### src/rtl/uart_host_pkg.sv
// Shared definitions for the UART host protocol: wire command bytes, request
// encoding, initiator FSM states and the baud divisor helper.
package uart_host_pkg;

    localparam logic [7:0] CMD_READ  = 8'h01;
    localparam logic [7:0] CMD_WRITE = 8'h02;
    localparam logic [7:0] CMD_RST_A = 8'hFE;
    localparam logic [7:0] CMD_RST_D = 8'hFF;

    typedef enum logic [1:0] {
        ReqRead  = 2'd0,
        ReqWrite = 2'd1,
        ReqRstA  = 2'd2,
        ReqRstD  = 2'd3
    } req_cmd_e;

    typedef enum logic [2:0] {
        StIdle,
        StCmd,
        StAddr,
        StData,
        StResp
    } state_e;

    // Clocks per bit minus one; clk_freq is in MHz.
    function automatic logic [15:0] cfg_div(input int unsigned clk_freq,
                                            input int unsigned baud_rate);
        logic [63:0] q;
        q = (64'(clk_freq) * 64'd1000000) / 64'(baud_rate) - 64'd1;
        return q[15:0];
    endfunction

    function automatic logic [7:0] cmd_byte(input req_cmd_e c);
        logic [7:0] b;
        b = CMD_READ;
        unique case (c)
            ReqRead:  b = CMD_READ;
            ReqWrite: b = CMD_WRITE;
            ReqRstA:  b = CMD_RST_A;
            ReqRstD:  b = CMD_RST_D;
        endcase
        return b;
    endfunction

endpackage

### src/rtl/uart_core.sv
// 8N1/8N2 UART: byte-wide TX with valid/ready, RX with a one-cycle valid pulse.
module uart_core (
    input  logic        clk,
    input  logic        rst_n,
    input  logic [15:0] cfg_div,
    input  logic        cfg_nstop,
    input  logic        cfg_txen,
    input  logic        cfg_rxen,
    input  logic        tx_valid,
    input  logic [7:0]  tx_data,
    output logic        tx_ready,
    output logic        rx_valid,
    output logic [7:0]  rx_data,
    output logic        txd,
    input  logic        rxd
);
    logic [10:0] tx_shift;
    logic [3:0]  tx_bits;
    logic [15:0] tx_cnt;
    logic        rx_s1;
    logic        rx_s2;
    logic [3:0]  rx_phase;
    logic [15:0] rx_cnt;
    logic [7:0]  rx_sr;

    // Idle shift register is all ones, so the line rests high.
    assign txd      = tx_shift[0];
    assign tx_ready = (tx_bits == 4'd0) & cfg_txen;

    // Transmitter: load start/data/stop frame, shift one bit every cfg_div+1 clocks.
    always_ff @(posedge clk or negedge rst_n) begin
        if (!rst_n) begin
            tx_shift <= '1;
            tx_bits  <= 4'd0;
            tx_cnt   <= 16'd0;
        end else if (tx_valid && tx_ready) begin
            tx_shift <= {2'b11, tx_data, 1'b0};
            tx_bits  <= cfg_nstop ? 4'd11 : 4'd10;
            tx_cnt   <= cfg_div;
        end else if (tx_bits != 4'd0) begin
            if (tx_cnt == 16'd0) begin
                tx_shift <= {1'b1, tx_shift[10:1]};
                tx_bits  <= tx_bits - 4'd1;
                tx_cnt   <= cfg_div;
            end else begin
                tx_cnt <= tx_cnt - 16'd1;
            end
        end
    end

    // Receiver: phase 0 idle, 1 start check, 2..9 data bits, 10 stop; samples mid-bit.
    always_ff @(posedge clk or negedge rst_n) begin
        if (!rst_n) begin
            rx_s1    <= 1'b1;
            rx_s2    <= 1'b1;
            rx_phase <= 4'd0;
            rx_cnt   <= 16'd0;
            rx_sr    <= 8'd0;
            rx_valid <= 1'b0;
            rx_data  <= 8'd0;
        end else begin
            rx_s1    <= rxd;
            rx_s2    <= rx_s1;
            rx_valid <= 1'b0;
            if (!cfg_rxen) begin
                rx_phase <= 4'd0;
            end else if (rx_phase == 4'd0) begin
                if (!rx_s2) begin
                    rx_phase <= 4'd1;
                    rx_cnt   <= cfg_div >> 1;
                end
            end else if (rx_cnt != 16'd0) begin
                rx_cnt <= rx_cnt - 16'd1;
            end else begin
                rx_cnt <= cfg_div;
                if (rx_phase == 4'd1) begin
                    rx_phase <= rx_s2 ? 4'd0 : 4'd2;
                end else if (rx_phase == 4'd10) begin
                    rx_phase <= 4'd0;
                    if (rx_s2) begin
                        rx_valid <= 1'b1;
                        rx_data  <= rx_sr;
                    end
                end else begin
                    rx_sr    <= {rx_s2, rx_sr[7:1]};
                    rx_phase <= rx_phase + 4'd1;
                end
            end
        end
    end

endmodule

### src/rtl/uart_host_master.sv
// UART host protocol initiator: serialises read/write/reset requests and
// collects read responses with an inter-byte timeout.
module uart_host_master
    import uart_host_pkg::*;
#(
    parameter int unsigned ADDR_BYTE   = 2,
    parameter int unsigned DATA_BYTE   = 2,
    parameter int unsigned BAUD_RATE   = 115200,
    parameter int unsigned CLK_FREQ    = 100,
    parameter int unsigned TIMEOUT_CYC = 100000
) (
    input  logic                   clk,
    input  logic                   rst_n,
    output logic                   uart_txd,
    input  logic                   uart_rxd,
    input  logic                   enable,
    input  logic                   req_valid,
    output logic                   req_ready,
    input  logic [1:0]             req_cmd,
    input  logic [8*ADDR_BYTE-1:0] req_addr,
    input  logic [8*DATA_BYTE-1:0] req_wdata,
    output logic                   rsp_valid,
    output logic [8*DATA_BYTE-1:0] rsp_rdata,
    output logic                   rsp_timeout,
    output logic                   wr_done,
    output logic                   rx_drop,
    output logic                   busy
);
    localparam int unsigned AW   = 8 * ADDR_BYTE;
    localparam int unsigned DW   = 8 * DATA_BYTE;
    localparam int unsigned MAXB = (ADDR_BYTE > DATA_BYTE) ? ADDR_BYTE : DATA_BYTE;
    localparam int unsigned BW   = $clog2(MAXB + 1);
    localparam int unsigned TW   = $clog2(TIMEOUT_CYC + 1);
    localparam logic [BW-1:0] ADDR_LAST = BW'(ADDR_BYTE - 1);
    localparam logic [BW-1:0] DATA_LAST = BW'(DATA_BYTE - 1);
    localparam logic [TW-1:0] TO_LAST   = TW'(TIMEOUT_CYC - 1);
    localparam logic [15:0]   DIV       = cfg_div(CLK_FREQ, BAUD_RATE);

    state_e        state;
    req_cmd_e      cmd_lat;
    logic [AW-1:0] addr_sr;
    logic [DW-1:0] data_sr;
    logic [BW-1:0] byte_cnt;
    logic [TW-1:0] to_cnt;
    logic          tx_valid;
    logic          tx_ready;
    logic [7:0]    tx_data;
    logic          rx_valid;
    logic [7:0]    rx_data;
    logic          tx_hs;
    logic          is_rst;

    assign req_ready = (state == StIdle) & enable;
    assign busy      = (state != StIdle);
    assign tx_valid  = (state == StCmd) | (state == StAddr) | (state == StData);
    assign tx_hs     = tx_valid & tx_ready;
    assign is_rst    = (cmd_lat == ReqRstA) | (cmd_lat == ReqRstD);

    // Outgoing byte: command code, else the low byte of the active shift register.
    always_comb begin
        tx_data = cmd_byte(cmd_lat);
        if (state == StAddr) begin
            tx_data = addr_sr[7:0];
        end else if (state == StData) begin
            tx_data = data_sr[7:0];
        end
    end

    uart_core u_core (
        .clk      (clk),
        .rst_n    (rst_n),
        .cfg_div  (DIV),
        .cfg_nstop(1'b0),
        .cfg_txen (enable),
        .cfg_rxen (enable),
        .tx_valid (tx_valid),
        .tx_data  (tx_data),
        .tx_ready (tx_ready),
        .rx_valid (rx_valid),
        .rx_data  (rx_data),
        .txd      (uart_txd),
        .rxd      (uart_rxd)
    );

    // Protocol FSM with registered pulses and response data.
    always_ff @(posedge clk or negedge rst_n) begin
        if (!rst_n) begin
            state       <= StIdle;
            cmd_lat     <= ReqRead;
            addr_sr     <= '0;
            data_sr     <= '0;
            byte_cnt    <= '0;
            to_cnt      <= '0;
            rsp_valid   <= 1'b0;
            rsp_rdata   <= '0;
            rsp_timeout <= 1'b0;
            wr_done     <= 1'b0;
            rx_drop     <= 1'b0;
        end else begin
            rsp_valid <= 1'b0;
            wr_done   <= 1'b0;
            rx_drop   <= rx_valid & (state != StResp);
            unique case (state)
                StIdle: begin
                    if (req_valid && req_ready) begin
                        cmd_lat  <= req_cmd_e'(req_cmd);
                        addr_sr  <= req_addr;
                        data_sr  <= req_wdata;
                        byte_cnt <= '0;
                        state    <= StCmd;
                    end
                end
                StCmd: begin
                    if (tx_hs) begin
                        if (is_rst) begin
                            wr_done <= 1'b1;
                            state   <= StIdle;
                        end else begin
                            state <= StAddr;
                        end
                    end
                end
                StAddr: begin
                    if (tx_hs) begin
                        addr_sr <= addr_sr >> 8;
                        if (byte_cnt == ADDR_LAST) begin
                            byte_cnt <= '0;
                            if (cmd_lat == ReqWrite) begin
                                state <= StData;
                            end else begin
                                rsp_rdata   <= '0;
                                rsp_timeout <= 1'b0;
                                to_cnt      <= '0;
                                state       <= StResp;
                            end
                        end else begin
                            byte_cnt <= byte_cnt + BW'(1);
                        end
                    end
                end
                StData: begin
                    if (tx_hs) begin
                        data_sr <= data_sr >> 8;
                        if (byte_cnt == DATA_LAST) begin
                            wr_done <= 1'b1;
                            state   <= StIdle;
                        end else begin
                            byte_cnt <= byte_cnt + BW'(1);
                        end
                    end
                end
                StResp: begin
                    // A byte arriving on the expiry cycle wins and restarts the count.
                    if (rx_valid) begin
                        for (int i = 0; i < DATA_BYTE; i++) begin
                            if (byte_cnt == BW'(i)) rsp_rdata[i*8 +: 8] <= rx_data;
                        end
                        to_cnt <= '0;
                        if (byte_cnt == DATA_LAST) begin
                            rsp_valid   <= 1'b1;
                            rsp_timeout <= 1'b0;
                            state       <= StIdle;
                        end else begin
                            byte_cnt <= byte_cnt + BW'(1);
                        end
                    end else if (to_cnt == TO_LAST) begin
                        rsp_valid   <= 1'b1;
                        rsp_timeout <= 1'b1;
                        state       <= StIdle;
                    end else begin
                        to_cnt <= to_cnt + TW'(1);
                    end
                end
                default: state <= StIdle;
            endcase
        end
    end

endmodule

### config.mk
export PLATFORM = sky130hd
export DESIGN_NAME = uart_host_master
export DESIGN_NICKNAME = d
export VERILOG_FILES = /design/src/rtl/uart_host_pkg.sv /design/src/rtl/uart_core.sv /design/src/rtl/uart_host_master.sv
export SDC_FILE = /design/constraint.sdc
export NUM_CORES = 1
export LEC_CHECK = 0
export CORE_ASPECT_RATIO = 0.6
export CORE_UTILIZATION = 29
export DETAILED_ROUTE_END_ITERATION = 12
export GPL_ROUTABILITY_DRIVEN = 0
export HOLD_SLACK_MARGIN = 0.15
export SYNTH_ARGS = -nofsm -noshare
export SYNTH_HDL_FRONTEND = slang
export SYNTH_HIERARCHICAL = 1
export SYNTH_SLANG_ARGS = --single-unit
### constraint.sdc
create_clock -name clk -period 2.35 [get_ports clk]
set_input_delay 0.47 -clock clk [delete_from_list [all_inputs] [get_ports clk]]
set_output_delay 0.47 -clock clk [all_outputs]
set_load 0.02 [all_outputs]
==> results of run 1 <==
## worst max-delay path: cells and delay by family, from the launching register on
family                 cells  cell delay, ps
flip-flops                 1             450
AND/OR/NAND/NOR            1             190
buffers and inverters      3             670
## power by group
group | total, W | internal [W] | switching (W) | leakage, nW
combinational | 0.000898 | 0.000453 | 0.000445 | 2.26
clock | 0.00270 | 0.00159 | 0.00111 | 0.275
sequential | 0.00289 | 0.00265 | 0.000234 | 1.83
total | 0.00649 | 0.00469 | 0.00179 | 4.37
## what timing repair did
item,4_1_cts,5_1_grt
gates resized for setup,2,6
buffers inserted,0,3
setup endpoints to repair,2,16
endpoints found under the hold margin,33,0
pin swaps,0,4
gates cloned,0,1
hold buffers,1,0
## routing by layer
metal / GRT usage (%) / vias up / wire length [um]
met5: 0 / - / 0
met4: 4.54 / 0 / 226
met2: 19.8 / 176 / 7760
met3: 3.61 / 16 / 1100
li1: - / 3294 / -
met1: 25.7 / 3150 / 11500
## per-stage QoR
stage / std cells / TNS (ps) / setup slack (ps)
after detailed placement: 1322 / -1660 / -185
after global placement: 1322 / -1150 / -153
final: 1359 / 0 / 135
after floorplan: 866 / 0 / 14.3
after CTS: 1355 / 0 / 37.1
after global routing: 1359 / 0 / 36.3
## Yosys cell counts, types with 3 or more instances
master / count
or4_1: 6
a211oi_1: 6
a21oi_1: 43
inv_1: 24
o22a_1: 3
o311ai_0: 3
o21ai_1: 3
o22ai_1: 8
nor3_1: 19
xnor2_1: 5
a22o_1: 10
dfstp_2: 11
a221o_1: 5
a22oi_1: 3
nor3b_1: 3
nor2_1: 48
o21ai_0: 62
and3_1: 4
nor2_2: 4
or3b_2: 3
mux2_4: 8
clkbuf_1: 25
and2_1: 4
nand2_1: 130
a21o_1: 3
nor4_1: 6
or3_1: 17
mux2_2: 11
nand2b_1: 11
o31a_1: 3
o221a_2: 12
nand3_1: 39
nor2b_1: 6
buf_2: 10
o211ai_1: 6
o31ai_1: 4
dfrtp_1: 133
ha_1: 13
mux2i_1: 28
a31oi_1: 13
o221ai_1: 3
a221oi_1: 3
nand4_1: 7
## final cells by class
type                    count  area [um2]
inverters                  24        90.1
clock buffers              19         443
repair buffers            139        1230
multi-input cells         660        4120
fillers                  2637       16300
flip-flops and latches    144        3620
well taps                 360         450
clock inverters            13         140
## sequential cells by signal, summed over array words and instances (netlist names)
signal / flops
rsp_timeout: 1
u_core/rx_phase: 4
wr_done: 1
byte_cnt: 2
u_core/tx_shift: 9
u_core/rx_sr: 8
u_core/tx_cnt: 16
u_core/rx_cnt: 16
u_core/rx_valid: 1
u_core/rx_s2: 1
addr_sr: 16
to_cnt: 17
rx_drop: 1
u_core/tx_bits: 4
state: 3
rsp_rdata: 16
cmd_lat: 2
rsp_valid: 1
data_sr: 16
u_core/rx_data: 8
u_core/rx_s1: 1
## cell families (layout without fill, tap and decap cells)
| group | Yosys count | in the layout |
|---|---|---|
| compound gates | 215 | 216 |
| simple gates | 330 | 330 |
| buf+inv | 63 | 195 |
| xor+xnor | 7 | 7 |
| mux | 47 | 47 |
| other cells | 2 | 47 |
| flops | 144 | 144 |
| fa+ha+maj | 13 | 13 |
## path summary, 6_finish.rpt
path	endpoint	startpoint	cells after the start
worst max-delay path	req_ready	state[1]$_DFFE_PN0P_	4
worst max register to register	to_cnt[9]$_DFFE_PN0P_	u_core/tx_bits[0]$_DFFE_PN0P_	9
min in group asynchronous	rsp_rdata[10]$_DFFE_PN0P_	rst_n	2
worst min register to register	u_core/rx_s2$_DFF_PN1_	u_core/rx_s1$_DFF_PN1_	0
worst min-delay path	u_core/rx_s2$_DFF_PN1_	u_core/rx_s1$_DFF_PN1_	0
max in group asynchronous	u_core/tx_shift[1]$_DFFE_PN1P_	rst_n	3
==> results.cfg, run 1 <==
[die]
row_count = 46
fp.coreArea_um2 = 26400
fp.dieW_um = 214
die_h_um = 129
fp.dieArea_um2 = 27600
initial_utilization_pct = 29.5
io_pins = 62

[layout]
layout_common_cells = dfrtp_1 (133), nand2_1 (130), buf_4 (74)
syn_to_final_growth_pct = 29.5
utilization_pct = 38.2
diodes = 0
final_common_cell = dfrtp_1
nNetsFinal = 1038
drive_gt1_share_pct = 18.4
final_area_um2 = 10100

[yosys]
synth-xor-area-share_pct = 0.787
ys_warn_count = 6
synthAdderAreaFrac_pct = 2.09
synthMuxAreaShare_pct = 6.73
synthCells = 821
avgSynthCellArea_um2 = 9.49
synth_compound_area_share_pct = 18.7
ys_seq_elements = 144
ys_seq_area_share_pct = 46.4
synthArstFlopShare_pct = 100
synth_top_family_by_area = simple AND/OR/NAND/NOR gates
synth_area_um2 = 7790
synth-main-ff-cell = dfrtp_1
yosysUniqueCellTypes = 82
yosysTopAreaCell = dfrtp_1
yosysTopAreaCellShare_pct = 42.7
yosys.area_share.simple_pct = 21.7
synth_edf_count = 0
synth_area_leaders = dfrtp_1 (43%), nand2_1 (6.3%), o21ai_0 (4.0%)

[grt]
grt_pass1_vias = 6148
grt_max_degree = 42
track_usage_pct = 15.8
grt.overflow.total = 0
grt_pass1_wl_mm = 33.8
antenna_found_initial = 0

[setup_path]
start_kind = register
cpMaxStageDelayCell = dfrtp_1
ff2ff_setup_slack_ps = 140
cp-end-kind = output pin
slowest_delay_ps = 450
cp_max_fo = 8
arrival_ps = 1750
crit_type = register to output pin
worstPathRequired_ps = 1880
crit_chain = buf_4 > inv_1 > and3_1 > dlygate4sd2_1

[timing]
skew_ps = 9.34
fmax_mhz = 451
slew_headroom_pct = 60.6
holdWs_ps = 409
layout_min_cycle_time_ps = 2220
slew_violations = 0
finalHoldViolations = 0
worst_pin_slew_ps = 586
final-setup-viol-count = 0
fin_crit_sh_pct = 94.3
rsz0062_at_grt = no

[routing]
wl_per_cell_um = 15.2
routed_wl_mm = 20.6
drc = 0
drt_first_iter_violations = 580
viasPerCell = 4.88
drtAntennaViolNets = 0
dr.pass1.iters = 5
num_vias = 6636

[clock_network]
numCtsBuffers = 17
htreeDepth = 4
cts.sinks = 144
clockRootBuffer = clkbuf_16
cts_tree = yes
cts.clk_slew.worst_paths_ps = 60
cts_buffer_depth = 2
clk_latency_ps = 430

[job]
maxCapViolCount = 0

[worst_hold_path]
min_path_type = register to register

[outcome]
status = complete, no violations

[placement]
dpl_cell_area_um2 = 9450
port_buffers = 61
dpl.hpwl_mm = 15.0

[power]
power_w = 0.00649
ir_worst_vdd_mv = 0.483
powerDensity_nw_per_um2 = 643
p_leak_nw = 4.37
(Power assumes the default switching activity.)
==> inputs of run 2 (changes only) <==
- SKIP_CTS_REPAIR_TIMING: not set -> 1
==> run 2 against run 1 <==
- via count up 0.11%
- cell count unchanged
- utilization up 0.057 points
- critical path type is now register to register
- highest routed layer unchanged
==> results.cfg, run 2 (same netlist as run 1, synthesis figures left out) <==
[setup_path]
cp-end-kind = register
worstPathRequired_ps = 2720
start_kind = register
arrival_ps = 2580
cpMaxStageDelayCell = or4_1
slowest_delay_ps = 480
crit_type = register to register
cp_max_fo = 5
crit_chain = inv_2 > ha_2 > nor3b_4 > and2_4 > nand2b_1 > o31a_4 > a21o_4 > or4_1 > nand2_1

[routing]
drt_first_iter_violations = 646
dr.pass1.iters = 5
drtAntennaViolNets = 0
routed_wl_mm = 20.6
drc = 0
viasPerCell = 4.89
num_vias = 6643
wl_per_cell_um = 15.2

[timing]
setup_tns_ps = 0
rsz0062_at_grt = no
slew_violations = 0
skew_ps = 8.46
worst_pin_slew_ps = 586
slew_headroom_pct = 60.6
layout_min_cycle_time_ps = 2210
fmax_mhz = 452
fin_crit_sh_pct = 94.2
finalHoldViolations = 0
final-setup-viol-count = 0

[layout]
utilization_pct = 38.3
layout_common_cells = dfrtp_1 (133), nand2_1 (130), buf_4 (74)
final_area_um2 = 10100
final_common_cell = dfrtp_1
nNetsFinal = 1038
diodes = 0
fillers = 2630
largest-register = to_cnt
drive_gt1_share_pct = 18.6
syn_to_final_growth_pct = 29.7
largest_reg_flops = 17

[grt]
grt_max_degree = 42
grt.overflow.total = 0
antenna_found_initial = 0
track_usage_pct = 15.8
grt_pass1_vias = 6148
grt_pass1_wl_mm = 33.8

[die]
fp.dieW_um = 214
io_pins = 62
row_count = 46
fp.coreArea_um2 = 26400
fp.dieArea_um2 = 27600
die_h_um = 129
initial_utilization_pct = 29.5

[clock_network]
clk_latency_ps = 430
cts.sinks = 144
htreeDepth = 4
numCtsBuffers = 17
cts.clk_slew.worst_paths_ps = 60
clockRootBuffer = clkbuf_16
cts_tree = yes
cts_buffer_depth = 2

[outcome]
status = complete, no violations

[job]
maxCapViolCount = 0

[placement]
dpl.hpwl_mm = 15.0
dpl_cell_area_um2 = 9450
port_buffers = 61

[power]
powerDensity_nw_per_um2 = 642
p_leak_nw = 4.39
ir_worst_vdd_mv = 0.484

[worst_hold_path]
min_path_type = register to register
## run 2: routing by layer
layer,vias up,part of all wire [%],GRT usage [%]
li1,3296,-,-
met1,3161,56,25.7
met2,170,38,19.8
met3,16,4.9,3.61
met4,0,1.1,4.54
met5,-,0,0
## run 2: final cells by class
class	count	area (um2)	share of cell area [%]
Timing Repair Buffer	139	1240	12.3
Clock inverter	13	140	1.39
Multi-Input combinational cell	660	4130	40.8
Sequential cell	144	3620	35.8
Clock buffer	19	443	4.38
Inverter	24	90.1	0.891
Tap cell	360	450	4.46
## run 2: through the flow
| stage | setup WS, ps | total power (W) | instances | hold slack (ps) |
|---|---|---|---|---|
| floorplan | 14.3 | 0.00341 | 866 | 174 |
| global placement | -153 | 0.00376 | 1322 | 394 |
| detailed placement | -185 | 0.00379 | 1322 | 396 |
| CTS | -167 | 0.00653 | 1354 | -67.2 |
| global route | 37.1 | 0.00678 | 1359 | 402 |
| finish | 137 | 0.00649 | 1359 | 403 |
## run 2: worst paths after layout
| check | from | to | slack (ps) | cells past startpoint |
|---|---|---|---|---|
| max | u_core/tx_bits[0]$_DFFE_PN0P_ | to_cnt[9]$_DFFE_PN0P_ | 140 | 9 |
| min | u_core/rx_s1$_DFF_PN1_ | u_core/rx_s2$_DFF_PN1_ | 400 | 0 |
| max reg2reg | u_core/tx_bits[0]$_DFFE_PN0P_ | to_cnt[9]$_DFFE_PN0P_ | 140 | 9 |
| min reg2reg | u_core/rx_s1$_DFF_PN1_ | u_core/rx_s2$_DFF_PN1_ | 400 | 0 |
| max in group asynchronous | rst_n | u_core/tx_shift[0]$_DFFE_PN1P_ | 1210 | 3 |
| min in group asynchronous | rst_n | rsp_rdata[10]$_DFFE_PN0P_ | 510 | 2 |
## run 2: where the power goes
group	internal, W	switching, W
logic	0.000453	0.000446
clock network	0.00159	0.00112
registers	0.00265	0.000234
total	0.00469	0.00180
## run 2: critical path, delay by kind of cell (launching register included)
kind / cells / cell delay [ps]
simple gates: 5 / 1010
compound gates: 2 / 510
flops: 1 / 400
fa+ha+maj: 1 / 180
buf+inv: 1 / 60
==> inputs of run 3 (changes only) <==
- CORE_MARGIN: not set -> 5
- CTS_CLUSTER_DIAMETER: not set -> 100
- CTS_CLUSTER_SIZE: not set -> 8
==> run 3 against run 2 <==
- worst setup slack lost 54 ps
- flip-flop and latch count stayed put
- routed wire length rose by 2.4%
- fmax shrank 2.4%
- worst hold slack barely moved
- highest routed layer unchanged
==> results.cfg, run 3 (same netlist as run 1, synthesis figures left out) <==
[outcome]
status = complete, no violations

[die]
fp.dieArea_um2 = 30400
row_count = 46
initial_utilization_pct = 29.5
fp.dieW_um = 222
fp.coreArea_um2 = 26400
die_h_um = 137
io_pins = 62

[power]
powerDensity_nw_per_um2 = 675
p_leak_nw = 4.40
power_w = 0.00685
ir_worst_vdd_mv = 0.399

[timing]
skew_ps = 11.3
final-setup-viol-count = 0
fmax_mhz = 441
finalHoldViolations = 0
layout_min_cycle_time_ps = 2270
setup_tns_ps = 0
setup_ws_ps = 83.5
slew_violations = 0
slew_headroom_pct = 57.2
fin_crit_sh_pct = 96.4
worst_pin_slew_ps = 639

[routing]
drt_first_iter_violations = 520
drc = 0
wl_per_cell_um = 15.6
num_vias = 6776
routed_wl_mm = 21.1
drtAntennaViolNets = 0
dr.pass1.iters = 6
viasPerCell = 5.02

[layout]
syn_to_final_growth_pct = 30.2
nNetsFinal = 1031
final_common_cell = dfrtp_1
largest-register = to_cnt
largest_reg_flops = 17
drive_gt1_share_pct = 18.5
layout_common_cells = dfrtp_1 (132), nand2_1 (130), buf_4 (66)
diodes = 0
final_area_um2 = 10100

[grt]
antenna_found_initial = 0
grt_max_degree = 47
grt_pass1_wl_mm = 34.6
track_usage_pct = 14.0
grt_pass1_vias = 6546
grt.overflow.total = 0

[clock_network]
clk_latency_ps = 420
numCtsBuffers = 17
cts.clk_slew.worst_paths_ps = 70
clockRootBuffer = clkbuf_16
cts_tree = yes
cts_buffer_depth = 2
cts.sinks = 144
htreeDepth = 4

[setup_path]
path_delay_family = simple AND/OR/NAND/NOR gates
cp-end-kind = register
cp_max_fo = 5
slowest_delay_ps = 440
arrival_ps = 2620
start_kind = register
cpMaxStageDelayCell = or4_1
crit_type = register to register
critPathBufInv = 1
worstPathRequired_ps = 2710
crit_chain = inv_2 > ha_2 > nor3b_4 > and2_4 > nand2b_4 > o31a_4 > a21o_4 > or4_1 > a21oi_2

[placement]
port_buffers = 61
dpl.hpwl_mm = 15.1
dpl_cell_area_um2 = 9390
post-place-ws_ps = -113

[worst_hold_path]
min_path_type = register to register

[job]
maxCapViolCount = 0
## run 3: through the flow
stage               cells  hold WS (ps)  utilization, %
floorplan             866           174               -
global placement     1312           394            35.5
detailed placement   1312           387            35.5
CTS                  1343         -26.9            38.0
global route         1351           407            38.4
finish               1351           403            38.4
## run 3: final cells by class
cell class | count | area [um2]
Clock buffer | 20 | 447
Clock inverter | 11 | 211
Fill cell | 2592 | 16300
Inverter | 24 | 90.1
Multi-Input combinational cell | 660 | 4130
Sequential cell | 144 | 3620
Tap cell | 360 | 450
Timing Repair Buffer | 132 | 1200
## run 3: worst register-to-register path, cell delays in order, from the launching register on
cell	delay, ps
dfrtp_1	410
inv_2	80
ha_2	180
nor3b_4	190
and2_4	190
nand2b_4	60
o31a_4	300
a21o_4	210
or4_1	440
a21oi_2	150
## run 3: per-layer routing
metal	track usage, %	wire length [um]
met1	22.2	11500
met2	18.6	8240
met3	3.84	1240
met4	2.60	116
met5	0	0
## run 3: path summary, 6_finish.rpt
path | start | end | slack [ps] | cells after the start
setup / recovery | u_core/tx_bits[0]$_DFFE_PN0P_ | to_cnt[5]$_DFFE_PN0P_ | 80 | 9
hold / removal | u_core/rx_s1$_DFF_PN1_ | u_core/rx_s2$_DFF_PN1_ | 400 | 0
setup reg to reg | u_core/tx_bits[0]$_DFFE_PN0P_ | to_cnt[5]$_DFFE_PN0P_ | 80 | 9
hold reg to reg | u_core/rx_s1$_DFF_PN1_ | u_core/rx_s2$_DFF_PN1_ | 400 | 0
max in group asynchronous | rst_n | u_core/tx_shift[8]$_DFFE_PN1P_ | 1130 | 3
min in group asynchronous | rst_n | rsp_rdata[10]$_DFFE_PN0P_ | 550 | 2
## run 3: power breakdown
| group | leakage, nW | switching, W | internal (W) |
|---|---|---|---|
| logic | 2.25 | 0.000445 | 0.000442 |
| clock network | 0.320 | 0.00108 | 0.00201 |
| registers | 1.83 | 0.000230 | 0.00265 |
| total | 4.40 | 0.00175 | 0.00510 |
